**config.mk**
```make
export PLATFORM = sky130hd
export DESIGN_NAME = tick_divider_bank
export DESIGN_NICKNAME = d
export VERILOG_FILES = /design/src/rtl/tick_div_pkg.sv /design/src/rtl/tick_div_channel.sv /design/src/rtl/tick_divider_bank.sv
export SDC_FILE = /design/constraint.sdc
export NUM_CORES = 1
export LEC_CHECK = 0
export ABC_AREA = 1
export BUFFER_PORTS_ARGS = -buffer_cell sky130_fd_sc_hd__buf_2
export CELL_PAD_IN_SITES_DETAIL_PLACEMENT = 1
export CELL_PAD_IN_SITES_GLOBAL_PLACEMENT = 1
export CORE_ASPECT_RATIO = 1.4
export CORE_MARGIN = 8
export CORE_UTILIZATION = 45
export CTS_CLUSTER_DIAMETER = 60
export DETAILED_ROUTE_END_ITERATION = 8
export GPL_ROUTABILITY_DRIVEN = 0
export PLACE_DENSITY_LB_ADDON = 0.1
export SYNTH_ARGS = -nofsm -noshare
export SYNTH_HDL_FRONTEND = slang
export SYNTH_SLANG_ARGS = --single-unit
```
**constraint.sdc**
```tcl
create_clock -name clock -period 6 [get_ports clock]
set_input_delay 1.2 -clock clock [delete_from_list [all_inputs] [get_ports clock]]
set_output_delay 1.2 -clock clock [all_outputs]
set_load 0.02 [all_outputs]
```
**src/rtl/tick_div_pkg.sv**
```systemverilog
//------------------------------------------------------------------------------
// Module  : tick_div_pkg
// Brief   : Shared clock-rate and divisor constants for the tick divider bank.
// Revision: 1.0 - initial release
//------------------------------------------------------------------------------
`default_nettype none

package tick_div_pkg;

    localparam int CLK_HZ   = 50_000_000;
    localparam int DIV_1HZ  = 50_000_000;
    localparam int DIV_4HZ  = 12_500_000;
    localparam int DIV_1KHZ = 50_000;
    localparam int MIN_DIV  = 2;

endpackage : tick_div_pkg

`default_nettype wire

```
**src/rtl/tick_div_channel.sv**
```systemverilog
//------------------------------------------------------------------------------
// Module  : tick_div_channel
// Brief   : One divider channel: counter, active/shadow divisor, tick and square.
// Revision: 1.0 - initial release
//------------------------------------------------------------------------------
`default_nettype none

module tick_div_channel
    import tick_div_pkg::*;
#(
    parameter int               CNT_W    = 28,
    parameter logic [CNT_W-1:0] INIT_DIV = CNT_W'(DIV_1HZ)
) (
    input  logic             clock,
    input  logic             reset,
    input  logic             i_en,
    input  logic             i_restart,
    input  logic             i_wr,
    input  logic [CNT_W-1:0] i_wr_data,
    output logic             o_tick,
    output logic             o_square,
    output logic             o_pending
);

    localparam logic [CNT_W-1:0] C_ONE = CNT_W'(1);

    logic [CNT_W-1:0] r_cnt;
    logic [CNT_W-1:0] r_active;
    logic [CNT_W-1:0] r_shadow;
    logic             r_pending;
    logic             r_tick;
    logic             r_square;

    logic             w_wrap;
    logic [CNT_W-1:0] w_cnt_inc;

    assign w_wrap    = i_en && (r_cnt == (r_active - C_ONE));
    assign w_cnt_inc = r_cnt + C_ONE;

    always_ff @(posedge clock) begin
        if (reset) begin
            r_cnt     <= '0;
            r_active  <= INIT_DIV;
            r_shadow  <= INIT_DIV;
            r_pending <= 1'b0;
            r_tick    <= 1'b0;
            r_square  <= 1'b0;
        end else if (i_restart) begin
            r_cnt     <= '0;
            r_square  <= 1'b0;
            r_tick    <= 1'b0;
            r_pending <= 1'b0;
            if (r_pending) begin
                r_active <= r_shadow;
            end
        end else begin
            r_tick <= w_wrap;
            if (w_wrap) begin
                // Next count is 0, which is always below D>>1 since D >= 2.
                r_cnt    <= '0;
                r_square <= 1'b0;
                if (i_wr) begin
                    r_active  <= i_wr_data;
                    r_shadow  <= i_wr_data;
                    r_pending <= 1'b0;
                end else if (r_pending) begin
                    r_active  <= r_shadow;
                    r_pending <= 1'b0;
                end
            end else begin
                if (i_en) begin
                    r_cnt    <= w_cnt_inc;
                    r_square <= (w_cnt_inc >= (r_active >> 1));
                end
                if (i_wr) begin
                    r_shadow  <= i_wr_data;
                    r_pending <= 1'b1;
                end
            end
        end
    end

    assign o_tick    = r_tick;
    assign o_square  = r_square;
    assign o_pending = r_pending;

endmodule : tick_div_channel

`default_nettype wire

```
**src/rtl/tick_divider_bank.sv**
```systemverilog
//------------------------------------------------------------------------------
// Module  : tick_divider_bank
// Brief   : Bank of independent programmable clock-enable dividers.
// Revision: 1.0 - initial release
//------------------------------------------------------------------------------
`default_nettype none

module tick_divider_bank
    import tick_div_pkg::*;
#(
    parameter int                          NUM_CH   = 3,
    parameter int                          CNT_W    = 28,
    parameter logic [NUM_CH*CNT_W-1:0]     DIV_INIT = {NUM_CH{CNT_W'(DIV_1HZ)}}
) (
    input  logic                                              clock,
    input  logic                                              reset,
    input  logic [NUM_CH-1:0]                                 en_i,
    input  logic [NUM_CH-1:0]                                 restart_i,
    input  logic                                              div_wr_i,
    input  logic [((NUM_CH > 1) ? $clog2(NUM_CH) : 1)-1:0]    div_sel_i,
    input  logic [CNT_W-1:0]                                  div_data_i,
    output logic [NUM_CH-1:0]                                 tick_o,
    output logic [NUM_CH-1:0]                                 square_o,
    output logic [NUM_CH-1:0]                                 pending_o
);

    localparam int SEL_W = (NUM_CH > 1) ? $clog2(NUM_CH) : 1;

    // Divisors below MIN_DIV would give a zero-length or single-cycle period.
    function automatic logic [CNT_W-1:0] clamp_div(input logic [CNT_W-1:0] d);
        return (d < CNT_W'(MIN_DIV)) ? CNT_W'(MIN_DIV) : d;
    endfunction

    logic [CNT_W-1:0] w_wr_data;

    assign w_wr_data = clamp_div(div_data_i);

    for (genvar g = 0; g < NUM_CH; g++) begin : g_ch
        logic w_wr;

        // Selects at or beyond NUM_CH match no channel and are dropped.
        assign w_wr = div_wr_i && (div_sel_i == SEL_W'(g));

        tick_div_channel #(
            .CNT_W    (CNT_W),
            .INIT_DIV (clamp_div(DIV_INIT[g*CNT_W +: CNT_W]))
        ) u_ch (
            .clock     (clock),
            .reset     (reset),
            .i_en      (en_i[g]),
            .i_restart (restart_i[g]),
            .i_wr      (w_wr),
            .i_wr_data (w_wr_data),
            .o_tick    (tick_o[g]),
            .o_square  (square_o[g]),
            .o_pending (pending_o[g])
        );
    end

endmodule : tick_divider_bank

`default_nettype wire

```
* After elaboration in Yosys (flattened, before gate mapping)
Cells that the tools add are included.
Widths: inputs -> output; s select.
** Cells by class
- Add/sub/neg operators :: 6
- Reduce and logical (&&, ||, !) cells :: 19
- Equal/unequal tests :: 5
- Bitwise logic cells :: 3
- Div/mod/pow operators :: 0
- Multiplexer cells :: 13
- Multipliers :: 0
- Shifts and indexed selects :: 0
- Order comparisons :: 4
** Operators by type and width (number)
- $mux 28 :: 13
- $add 28x1->28 const B :: 3
- $eq 28x28->1 :: 3
- $ge 28x27->1 :: 3
- $sub 28x1->28 const B :: 3
- $lt 28x2->1 const B :: 1
- $reduce_or 3->1 :: 3
- $logic_and 1x1->1 :: 6
- $reduce_and 2->1 :: 3
- $reduce_bool 2->1 :: 3
- $reduce_or 2->1 :: 3
- $not 1->1 :: 3
- $eq 2x1->1 const B :: 1
- $eq 2x2->1 const B :: 1
- $logic_not 2->1 :: 1
** Storage, ports and cells
- Memories kept :: 0
- Bits of input ports :: 39
- Bits in read-only memories :: 0
- Bits in writable memories :: 0
- Logic and storage cells :: 68
- Register bits :: 261
- Output and inout bits :: 9
- Bits in latches :: 0

* Longest topological paths before layout
Gate-level depths: netlist of run 1.
- Word-level depth :: 5
- Gate-level depth with buffers :: 22
- Depth with buffers taken out :: 22

* By module
A second synthesis of run 1 with hierarchy kept.
** Second synthesis, totals
- Cells, all modules :: 2994
- Area, all modules :: 18858.1 µm²
** By module, submodules not included
- tick_div_channel (g_ch[1].u_ch ...) :: cells an instance 993, seq. area each 1741.7 µm², area an instance 6274.8 µm², times used 2
- tick_div_channel (g_ch[0].u_ch) :: cells an instance 949, seq. area each 1741.7 µm², area an instance 6062.1 µm², times used 1
- tick_divider_bank :: cells an instance 59, seq. area each 0.0 µm², area an instance 246.5 µm², times used 1

* Worst setup path after synthesis of run 1
Ideal clock, no wire load.
- Path type :: reg-to-reg
- From :: register g_ch[1].u_ch.r_cnt[0]
- To :: register g_ch[1].u_ch.r_square
- Clock period less this slack :: 2822 ps
- Setup time :: 116 ps
- Cell stages (with the launch flop) :: 18
- Required time :: 5884 ps
- Buffers on the path :: 0
- Slack :: 3178 ps
- Arrival time :: 2706 ps
- Path through :: dfxtp_1 > ha_1 > nand2_1 > nor2_1 > nand2_1 > nor3_1 > inv_1 > nor4_1 > xor2_1 > inv_1 > ha_1 > nand2_1 > nor2_1 > a211oi_1 > a21oi_1 > nor3_1 > a21boi_0 > nor2_1
** On the way
- Elaborated cells on any way between the ends :: 5
- Those cells by class :: add/sub (1); order compare (1); eq/ne (1); reduce/logical (2)
** RTL lines
- start, declared :: RTL line tick_div_channel.sv:27 : logic [CNT_W-1:0] r_cnt;
- start signal, assigned :: RTL line tick_div_channel.sv:72 : r_cnt <= w_cnt_inc;
- $add 28x1->28 :: RTL line tick_div_channel.sv:38 : assign w_cnt_inc = r_cnt + C_ONE;
- net g_ch[1].u_ch.w_cnt_inc[18] :: RTL line tick_div_channel.sv:35 : logic [CNT_W-1:0] w_cnt_inc;
- $ge 28x27->1 :: RTL line tick_div_channel.sv:73 : r_square <= (w_cnt_inc >= (r_active >> 1));
- end signal, assigned :: RTL line tick_div_channel.sv:73
- end, declared :: RTL line tick_div_channel.sv:32 : logic r_square;
The timed path passes the listed nets, and every way through them passes these cells.
A chain may end at the register's enable or synchronous reset.

* Final worst setup path of run 1
Ends and elaborated chain as after synthesis.

==> out/metrics.yaml, run 1 <==
outcome: "finished, final reports clean"
vias_per_cell: 5.57
cts_tree: "done"
cts_resized: 0
cts_made_buffers: 35
dieHeight_um: 257
worst_slack_ps: 2150
ys_types: 50
dp_hpwl_um: 53000
drt_iter0_drc: 1096
synth_fp_nets: 3091
worstSetupEndpoint: "g_ch[1].u_ch.o_square$_SDFFE_PP0P_"
path_max_fanout: 6
grt_first_pass_wirelength_um: 109000
io_buffers: 47
fin_crit_sh: 0.642
hold_buffers: 0
path_clk_slew_ps: 60
worstHoldPathType: "reg2reg"
critPathLaunchType: "flop"
rsz0062_at_grt: "false"
start_util: 0.454
tightest_slew_ps: 1140
synth_edf_count: 0
clock_path_buffers: 3
max_freq_mhz: 259
slew_headroom: 0.232
crit_chain: "ha_1, nand2_1, nor2_1, nand2_1, nor3_1, inv_1, nor4_1, xor2_1, inv_1, ha_1, nand2_1, nor2_1, a211oi_1, a21oi_1, nor3_1, a21boi_0, nor2_1"
synth_warnings: 0
ys.flop_type: "dfxtp_1"
coreArea_mm2: 0.0411
synth-seq-area-share: 0.280
ff2ff_setup_slack_ps: 2150
clk_latency_ps: 540
drt-total-wl_um: 68700
drv_cap: 0
syn_avg_cell_area_um2: 6.29
grt_max_degree: 113
endpoint_kind: "flop"
std_cell_rows: 88
postRouteAntennaNets: 0
io_pins: 48
drive_above_1_share: 0.0643
post-route-drc-count: 0
grtUsageTotal: 0.278
fin_skew_ps: 17.1
nNetsFinal: 3058
grt_pass1_vias: 20200
cts_root_buf: "clkbuf_16"
finalSetupViolCount: 0
async_flop_share: 0
diodes: 0
path_class: "reg2reg"
p_leak_nw: 9.26
reg2reg_from: "g_ch[1].u_ch.r_cnt[0]$_SDFFE_PP0P_"
fin_setup_tns_ps: 0
preCtsSetupSlack_ps: 1890
die_area_mm2: 0.0483
hold_viol: 0
fin_crit_ps: 3850
required_ps: 6430
crit_path_top_delay_cell: "nor2_1"
ys_seq_elements: 261
vias: 19500
syn-instance-count: 2965
slew_violations: 0
wl_per_cell_um: 19.7
cp_data_arrival_time_ps: 4280
startpoint: "g_ch[1].u_ch.r_cnt[0]$_SDFFE_PP0P_"
cts-htree-levels: 2
cts_setup_buffers: 0
drtPass1Iterations: 5
min_path_cells: 1
grt_overflow: 0
peakVddDrop_v: 0.000202
cts_sinks: 261
reg2regPathDepth: 17
fillCellCount: 5611
syn_to_final_growth_pct: 8.42
syn-cell-area_mm2: 0.0186
r2r_end: "g_ch[1].u_ch.o_square$_SDFFE_PP0P_"
powerDensity_mw_per_mm2: 237
critPathMaxStageDelay_ps: 490
die_x_um: 188
p_total_mw: 4.78
antenna_found_initial: 2
logic make-up (layout without fill, tap and decap cells):
family / count (synthesis) / count (layout) / synth area share
simple gates: 1563 / 1563 / 0.357
buf+inv: 453 / 445 / 0.0993
compound gates: 448 / 448 / 0.133
flops: 261 / 261 / 0.280
xor+xnor: 152 / 152 / 0.0718
fa+ha+maj: 87 / 87 / 0.0584
mux: 1 / 1 / 0.000537
synthesized netlist by cell type (8+ instances only):
cell,number,share of area
ha_1,87,0.058
nor2_4,10,0.0060
o21ai_1,10,0.0027
o21ai_0,158,0.042
nor3_1,36,0.0097
nor2_2,17,0.0057
a21oi_1,190,0.051
xor2_1,104,0.049
o211ai_1,47,0.019
or2_2,8,0.0027
nor2_1,391,0.079
nand2_1,799,0.16
dfxtp_1,261,0.28
buf_4,18,0.0072
buf_1,11,0.0022
nand4_1,51,0.017
a211oi_1,14,0.0056
buf_2,11,0.0030
nor4_1,9,0.0030
xnor2_1,47,0.022
nand3_1,200,0.054
buf_6,9,0.0054
inv_1,305,0.061
clkbuf_1,85,0.017
nand3b_1,16,0.0064
stage by stage:
step | cells | instance area, µm² | utilization | hold WS, ps
global placement | 3435 | 19100 | 0.464 | 435
CTS | 3497 | 20200 | 0.492 | 460
floorplan | 2965 | 18600 | - | 427
global route | 3497 | 20200 | 0.492 | 480
finish | 3497 | 20200 | 0.492 | 460
detailed placement | 3435 | 19100 | 0.464 | 446
final cells by class:
| cell class | count | area (µm²) | area share |
|---|---|---|---|
| clock buffer | 47 | 992 | 0.0491 |
| clock inverter | 15 | 169 | 0.00836 |
| inverter | 318 | 1190 | 0.0591 |
| multi-input combinational | 2251 | 11600 | 0.573 |
| sequential | 261 | 5230 | 0.258 |
| tap | 540 | 676 | 0.0334 |
| timing repair buffer | 65 | 383 | 0.0189 |
layer usage:
metal | wire length (µm) | GRT usage
met1 | 28500 | 0.319
met2 | 34000 | 0.495
met3 | 2260 | 0.0312
met4 | 3940 | 0.150
met5 | 11 | 0
worst min path at each step:
| stage | end | slack, ps | startpoint |
|---|---|---|---|
| after floorplan | g_ch[1].u_ch.r_shadow[12]$_SDFFE_PP1P_ | 430 | g_ch[1].u_ch.r_shadow[12]$_SDFFE_PP1P_ |
| after global routing | g_ch[1].u_ch.r_shadow[15]$_SDFFE_PP1P_ | 480 | g_ch[1].u_ch.r_shadow[15]$_SDFFE_PP1P_ |
| final | g_ch[1].u_ch.r_shadow[13]$_SDFFE_PP1P_ | 460 | g_ch[1].u_ch.r_shadow[13]$_SDFFE_PP1P_ |
| after detailed placement | g_ch[1].u_ch.r_shadow[13]$_SDFFE_PP1P_ | 450 | g_ch[1].u_ch.r_shadow[13]$_SDFFE_PP1P_ |
| after CTS | g_ch[1].u_ch.r_shadow[13]$_SDFFE_PP1P_ | 460 | g_ch[1].u_ch.r_shadow[13]$_SDFFE_PP1P_ |
| after global placement | g_ch[1].u_ch.r_shadow[13]$_SDFFE_PP1P_ | 430 | g_ch[1].u_ch.r_shadow[13]$_SDFFE_PP1P_ |
critical path: cells and delay by family, from the launching register on:
family	cells	cell delay [ps]
DFF	1	450
xor gates and xnor gates	1	180
buffers and inverters	2	190
adders and majority gates	2	490
and+or+nand+nor	9	1920
AOI/OAI and AO/OA	3	530
report_power, final:
part	total (mW)	switching, mW	internal (mW)
Combinational	0.748	0.510	0.238
Clock	2.15	0.884	1.26
Sequential	1.89	0.0907	1.80
Total	4.78	1.48	3.30
registers in the layout, summed over array words and instances, names as in the netlist:
signal / flops
g_ch.u_ch.o_square: 3
g_ch.u_ch.o_tick: 3
g_ch.u_ch.r_active: 84
g_ch.u_ch.r_shadow: 84
g_ch.u_ch.r_cnt: 84
g_ch.u_ch.o_pending: 3
placed cells by master (no fill, tap or decap), types with 7 or more instances in the layout:
cell,netlist,final
o21bai_1,7,7
nor3_1,36,36
clkbuf_16,0,36
nor2_4,10,10
a211oi_1,14,14
inv_1,305,305
ha_1,87,87
o211ai_1,47,47
nand4_1,51,51
xnor2_1,47,47
nand3b_1,16,16
o21ai_0,158,158
or2_2,8,8
xor2_1,104,104
nand3_2,7,7
nor4_1,9,9
nand2_2,7,8
a21oi_1,190,190
nand3_1,200,200
nor2_1,391,390
nand2_1,799,798
a211o_1,7,7
o21ai_1,10,10
buf_2,11,47
buf_4,18,17
nor2_2,17,18
dfxtp_1,261,261
No activity file was read; power rests on OpenSTA's default activity.
==> inputs of run 2 (changes only) <==
--- a/config.mk
+++ b/config.mk
@@ -11,7 +11,7 @@
 export CELL_PAD_IN_SITES_GLOBAL_PLACEMENT = 1
 export CORE_ASPECT_RATIO = 1.4
 export CORE_MARGIN = 8
-export CORE_UTILIZATION = 45
+export CORE_UTILIZATION = 41
 export CTS_CLUSTER_DIAMETER = 60
 export DETAILED_ROUTE_END_ITERATION = 8
 export GPL_ROUTABILITY_DRIVEN = 0
==> constraint.sdc (replaced) <==
create_clock -name clock -period 3.1 [get_ports clock]
set_input_delay 0.62 -clock clock [delete_from_list [all_inputs] [get_ports clock]]
set_output_delay 0.62 -clock clock [all_outputs]
set_load 0.02 [all_outputs]
==> run 2 against run 1 <==
First-iteration DRC count down 0.36%. Count of clock-buffer cells in the layout fell by 3. Worst hold slack got worse by 94 ps. Power is 87% higher. Critical endpoint is now g_ch[2].u_ch.o_square$_SDFFE_PP0P_.
==> out/metrics.yaml, run 2 (synthesis results as in run 1) <==
crit_chain: "nand2_1, inv_1, nand2_1, nor2_1, nand4_1, nor2_2, nand2_1, nor2_2, nand4_1, nand2_1, inv_1, ha_1, a21oi_1, o21ai_0, a21oi_1, nor2_1, o21ai_1, nand4_1, a21oi_2, nor2_1"  # was ha_1, nand2_1, nor2_1, nand2_1, nor3_1, inv_1, nor4_1, xor2_1, inv_1, ha_1, nand2_1, nor2_1, a211oi_1, a21oi_1, nor3_1, a21boi_0, nor2_1
final_cell_mix: "nand2_1 (795), nor2_1 (376), inv_1 (304), dfxtp_1 (248), nand3_1 (193)"  # was nand2_1 (798), nor2_1 (390), inv_1 (305), dfxtp_1 (261), nand3_1 (200)
dp_cells: 3590  # was 3435
io_pins: 48  # unchanged
cts_root_buf: "clkbuf_16"  # unchanged
grt_pass1_vias: 20600  # was 20200
diodes: 0  # unchanged
cts-htree-levels: 2  # unchanged
critPathMaxStageDelay_ps: 490  # about the same
peakVddDrop_v: 0.000393  # was 0.000202 V
vias: 20000  # was 19500
cp_common_cell: "nand2_1"
clk_latency_ps: 540  # about the same
tightest_slew_ps: 917  # was 1140 ps
cts_tree: "done"  # unchanged
grt_max_degree: 67  # was 113
fin_crit_sh: 0.965  # was 0.642
hold_buffers: 0  # unchanged
fin_skew_ps: 15.1  # was 17.1 ps
start_util: 0.414  # was 0.454
path_max_fanout: 5  # was 6
cts_made_buffers: 34  # was 35
worstHoldPathType: "in2reg"  # was reg2reg
dieHeight_um: 268  # was 257 µm
grt_overflow: 0  # unchanged
fin_cells: 3661  # was 3497
path_class: "reg2reg"  # unchanged
fin_crit_ps: 2990  # was 3850 ps
p_total_mw: 8.95  # was 4.78 mW
fillCellCount: 6054  # was 5611
crit_path_top_delay_cell: "dfxtp_1"  # was nor2_1
drv_cap: 0  # unchanged
io_buffers: 47  # unchanged
grtUsageTotal: 0.266  # was 0.278
drt-total-wl_um: 71000  # was 68700 µm
coreArea_mm2: 0.0450  # was 0.0411 mm²
rsz0062_at_grt: "true"  # was false
reg.largest.list: "g_ch.u_ch.r_active x84, g_ch.u_ch.r_cnt x84, g_ch.u_ch.r_shadow x84"  # unchanged
finalSetupViolCount: 0  # unchanged
endpoint_kind: "flop"  # unchanged
hold_slack_ps: 366  # was 460 ps
critPathLaunchType: "flop"  # unchanged
worst_slack_ps: 109  # was 2150 ps
die_area_mm2: 0.0527  # was 0.0483 mm²
powerDensity_mw_per_mm2: 421  # was 237 mW/mm²
antenna_found_initial: 0  # was 2
final_common_cell: "nand2_1"  # unchanged
drtPass1Iterations: 5  # unchanged
slew_violations: 0  # unchanged
vias_per_cell: 5.45  # was 5.57
cp_data_arrival_time_ps: 3410  # was 4280 ps
dp_hpwl_um: 55000  # was 53000 µm
slew_headroom: 0.388  # was 0.232
outcome: "finished, final reports clean"  # unchanged
grt_first_pass_wirelength_um: 112000  # was 109000 µm
postRouteAntennaNets: 0  # unchanged
required_ps: 3520  # was 6430 ps
cts_sinks: 261  # unchanged
syn_to_final_growth_pct: 14.0  # was 8.42%
clock_path_buffers: 3  # unchanged
preCtsSetupSlack_ps: -56.2  # was 1890 ps
p_leak_nw: 9.78  # was 9.26 nW
drt_iter0_drc: 1092  # was 1096
post-route-drc-count: 0  # unchanged
path_clk_slew_ps: 60  # about the same
drive_above_1_share: 0.111  # was 0.0643
die_x_um: 196  # was 188 µm
wl_per_cell_um: 19.4  # was 19.7 µm
std_cell_rows: 92  # was 88
fin_setup_tns_ps: 0  # unchanged
nNetsFinal: 3154  # was 3058
max_freq_mhz: 334  # was 259 MHz
hold_viol: 0  # unchanged
-- run 2: stage by stage --
step / instance area [µm²] / util
floorplan: 18600 / -
global placement: 19800 / 0.440
detailed placement: 19800 / 0.440
CTS: 20900 / 0.464
global route: 21300 / 0.472
finish: 21300 / 0.472
-- run 2: repair_timing --
action | 4_1_cts | 5_1_grt
resized for setup | 7 | 74
pin swaps | 3 | 27
hold endpoints to repair | 0 | 0
setup endpoints to repair | 3 | 87
buffers inserted | 2 | 10
gates cloned | 0 | 1
-- run 2: critical path: cells and delay by family (launching register included) --
kind                     cells  cell delay, ps
adder cells (fa/ha/maj)      1             170
AND/OR/NAND/NOR             12            1380
buffers and inverters        2             160
flip-flops                   1             490
AO/OA/AOI/OAI                5             650
-- run 2: where the power goes --
part	total [mW]	internal, mW	switching (mW)
clock	3.79	2.13	1.66
combinational	1.52	0.501	1.02
sequential	3.64	3.48	0.161
total	8.95	6.11	2.84
-- run 2: layout make-up --
type,instances,area (µm²),share of cell area
timing repair buffer,161,1150,0.0543
multi-input combinational,2252,11900,0.558
inverter,318,1190,0.0562
tap,611,764,0.0360
clock inverter,14,105,0.00494
clock buffer,44,928,0.0437
sequential,261,5250,0.247
-- run 2: per-layer routing --
metal  vias to the layer above  global-route usage  part of all wire
met3                       173              0.0277             0.030
li1                       9655                   -                 -
met2                       376               0.475              0.49
met4                         0               0.138             0.056
met1                      9747               0.311              0.42
met5                         -                   0                 0
-- run 2: final timing paths --
kind / cells past startpoint / startpoint / to / slack, ps
worst max-delay path: 20 / g_ch[2].u_ch.r_cnt[5]$_SDFFE_PP0P_ / g_ch[2].u_ch.o_square$_SDFFE_PP0P_ / 110
worst max register to register: 20 / g_ch[2].u_ch.r_cnt[5]$_SDFFE_PP0P_ / g_ch[2].u_ch.o_square$_SDFFE_PP0P_ / 110
worst min register to register: 1 / g_ch[1].u_ch.r_shadow[15]$_SDFFE_PP1P_ / g_ch[1].u_ch.r_shadow[15]$_SDFFE_PP1P_ / 460
worst min-delay path: 2 / restart_i[0] / g_ch[0].u_ch.o_tick$_SDFF_PP0_ / 370
==> inputs of run 3 (changes only) <==
--- a/config.mk
+++ b/config.mk
@@ -16,6 +16,8 @@
 export DETAILED_ROUTE_END_ITERATION = 8
 export GPL_ROUTABILITY_DRIVEN = 0
 export PLACE_DENSITY_LB_ADDON = 0.1
+export RECOVER_POWER = 100
+export REMOVE_ABC_BUFFERS = 1
 export SYNTH_ARGS = -nofsm -noshare
 export SYNTH_HDL_FRONTEND = slang
 export SYNTH_SLANG_ARGS = --single-unit
==> run 3 against run 2 <==
The flow now finishes with violations (max-capacitance violations, max-slew violations). Final area decreased by 0.49%. Count of clock-buffer cells in the layout decreased by 7. Combinational power about the same. Utilization decreased by 0.23 points. Global-route usage decreased by 0.35 points. Clock skew increased by 4.3 ps. Die area unchanged. Via count decreased by 1.3%. Critical path type unchanged. Critical endpoint unchanged. Largest cell class unchanged. Largest power group unchanged.
==> out/metrics.yaml, run 3 (synthesis results as in run 1) <==
outcome: "finished, violations left"  # was finished, final reports clean
violations: "max-capacitance violations, max-slew violations"
start_util: 0.414  # unchanged
finalSetupViolCount: 0  # unchanged
antenna_found_initial: 3  # was 0
grt_overflow: 0  # unchanged
tightest_slew_ps: 2030  # was 917 ps
p_total_mw: 9.37  # was 8.95 mW
p_leak_nw: 9.68  # was 9.78 nW
drt_iter0_drc: 854  # was 1092
cp_data_arrival_time_ps: 3450  # was 3410 ps
dp_cells: 3575  # was 3590
std_cell_rows: 92  # unchanged
path_clk_slew_ps: 70  # was 60 ps
wl_per_cell_um: 19.4  # about the same
fin_crit_ps: 2940  # was 2990 ps
cts-htree-levels: 1  # was 2
cts_tree: "done"  # unchanged
post-route-drc-count: 0  # unchanged
fin_crit_sh: 0.947  # was 0.965
hold_viol: 0  # unchanged
grt_first_pass_wirelength_um: 111000  # was 112000 µm
drt-total-wl_um: 70600  # was 71000 µm
vias: 19700  # was 20000
fin_util: 0.470  # was 0.472
required_ps: 3610  # was 3520 ps
path_class: "reg2reg"  # unchanged
fin_cells: 3639  # was 3661
drive_above_1_share: 0.0985  # was 0.111
grt_pass1_vias: 20500  # was 20600
drtPass1Iterations: 5  # unchanged
die_area_mm2: 0.0527  # unchanged
io_pins: 48  # unchanged
path_max_fanout: 6  # was 5
grt_max_degree: 67  # unchanged
clk_latency_ps: 580  # was 540 ps
endpoint_kind: "flop"  # unchanged
slew_violations: 43  # was 0
io_buffers: 47  # unchanged
cts_sinks: 261  # unchanged
powerDensity_mw_per_mm2: 443  # was 421 mW/mm²
max_freq_mhz: 340  # was 334 MHz
fin_setup_tns_ps: 0  # unchanged
coreArea_mm2: 0.0450  # unchanged
worstHoldPathType: "in2reg"  # unchanged
clock_path_buffers: 3  # unchanged
cts_root_buf: "clkbuf_16"  # unchanged
reg.largest.list: "g_ch.u_ch.r_active x84, g_ch.u_ch.r_cnt x84, g_ch.u_ch.r_shadow x84"  # unchanged
syn_to_final_growth_pct: 13.5  # was 14.0%
drv_cap: 1  # was 0
cts_made_buffers: 31  # was 34
vias_per_cell: 5.41  # was 5.45
critPathLaunchType: "flop"  # unchanged
peakVddDrop_v: 0.000338  # was 0.000393 V
final_cell_mix: "nand2_1 (793), nor2_1 (373), inv_1 (305), dfxtp_1 (250), nand3_1 (196)"  # was nand2_1 (795), nor2_1 (376), inv_1 (304), dfxtp_1 (248), nand3_1 (193)
grtUsageTotal: 0.262  # was 0.266
dieHeight_um: 268  # unchanged
dp_hpwl_um: 54700  # was 55000 µm
rsz0062_at_grt: "true"  # unchanged
die_x_um: 196  # unchanged
nNetsFinal: 3129  # was 3154
slew_headroom: -0.351  # was 0.388
final_common_cell: "nand2_1"  # unchanged
postRouteAntennaNets: 0  # unchanged
hold_slack_ps: 359  # was 366 ps
fin_skew_ps: 19.4  # was 15.1 ps
run 3: cell types whose count changed in the layout (fill, tap and decap cells not counted), moves of 4 or more:
cell	before	now
buf_2	47	38
buf_4	109	72
bufinv_16	0	9
clkbuf_1	6	19
clkbuf_2	0	6
inv_6	4	0
nor2_2	25	29
run 3: path summary, 6_finish.rpt:
check	start	end	slack (ps)	depth (start not counted)
setup / recovery	g_ch[2].u_ch.r_cnt[0]$_SDFFE_PP0P_	g_ch[2].u_ch.o_square$_SDFFE_PP0P_	160	17
hold / removal	restart_i[0]	g_ch[0].u_ch.o_tick$_SDFF_PP0_	360	2
setup reg to reg	g_ch[2].u_ch.r_cnt[0]$_SDFFE_PP0P_	g_ch[2].u_ch.o_square$_SDFFE_PP0P_	160	17
hold reg to reg	g_ch[1].u_ch.r_shadow[7]$_SDFFE_PP1P_	g_ch[1].u_ch.r_shadow[7]$_SDFFE_PP1P_	460	1
run 3: repair_timing:
| item | in CTS | in global routing |
|---|---|---|
| setup endpoints to repair | 2 | 20 |
| buffers inserted | 0 | 6 |
| gates resized for setup | 3 | 78 |
| hold buffers | 0 | 0 |
| pin swaps | 0 | 24 |
run 3: per-layer routing:
metal  track usage  vias up  routed length [µm]  share of wire
met5             0        -                  27        0.00038
li1              -     9616                   -              -
met1         0.304     9573               29600           0.42
met3        0.0264      145                2380          0.034
met2         0.484      358               35400           0.50
met4         0.112        4                3210          0.046
run 3: area by class of cell:
class / count / area, µm²
antenna: 2 / 5.00
timing repair buffer: 140 / 958
inverter: 318 / 1190
clock inverter: 19 / 340
tap: 611 / 764
clock buffer: 37 / 818
fill: 6082 / 23900
sequential: 261 / 5240
multi-input combinational: 2251 / 11800
run 3: worst max-delay path, stage by stage (launching register included):
cell     delay, ps
dfxtp_4        400
ha_4           150
nand2_1         60
nor2_2         120
nand2_1         90
nor2_2         130
nand4_1        190
nor4_4         400
buf_4          170
xnor2_1        120
inv_1          110
ha_4           280
nand4_1        100
nor2_1         130
nand4_1        130
nor2_2         140
a21oi_2         70
nor2_1          80
run 3: stage by stage:
| stage | worst slack (ps) | area (µm²) |
|---|---|---|
| after floorplan | -641 | 18000 |
| after global placement | -11.5 | 19700 |
| after detailed placement | -64.2 | 19700 |
| after CTS | 12.4 | 20900 |
| after global routing | -86.3 | 21200 |
| final | 163 | 21200 |
run 3: where the power goes:
group | internal [mW] | switching, mW
combinational | 0.496 | 1.02
sequential | 3.48 | 0.164
clock | 2.63 | 1.59
total | 6.60 | 2.77
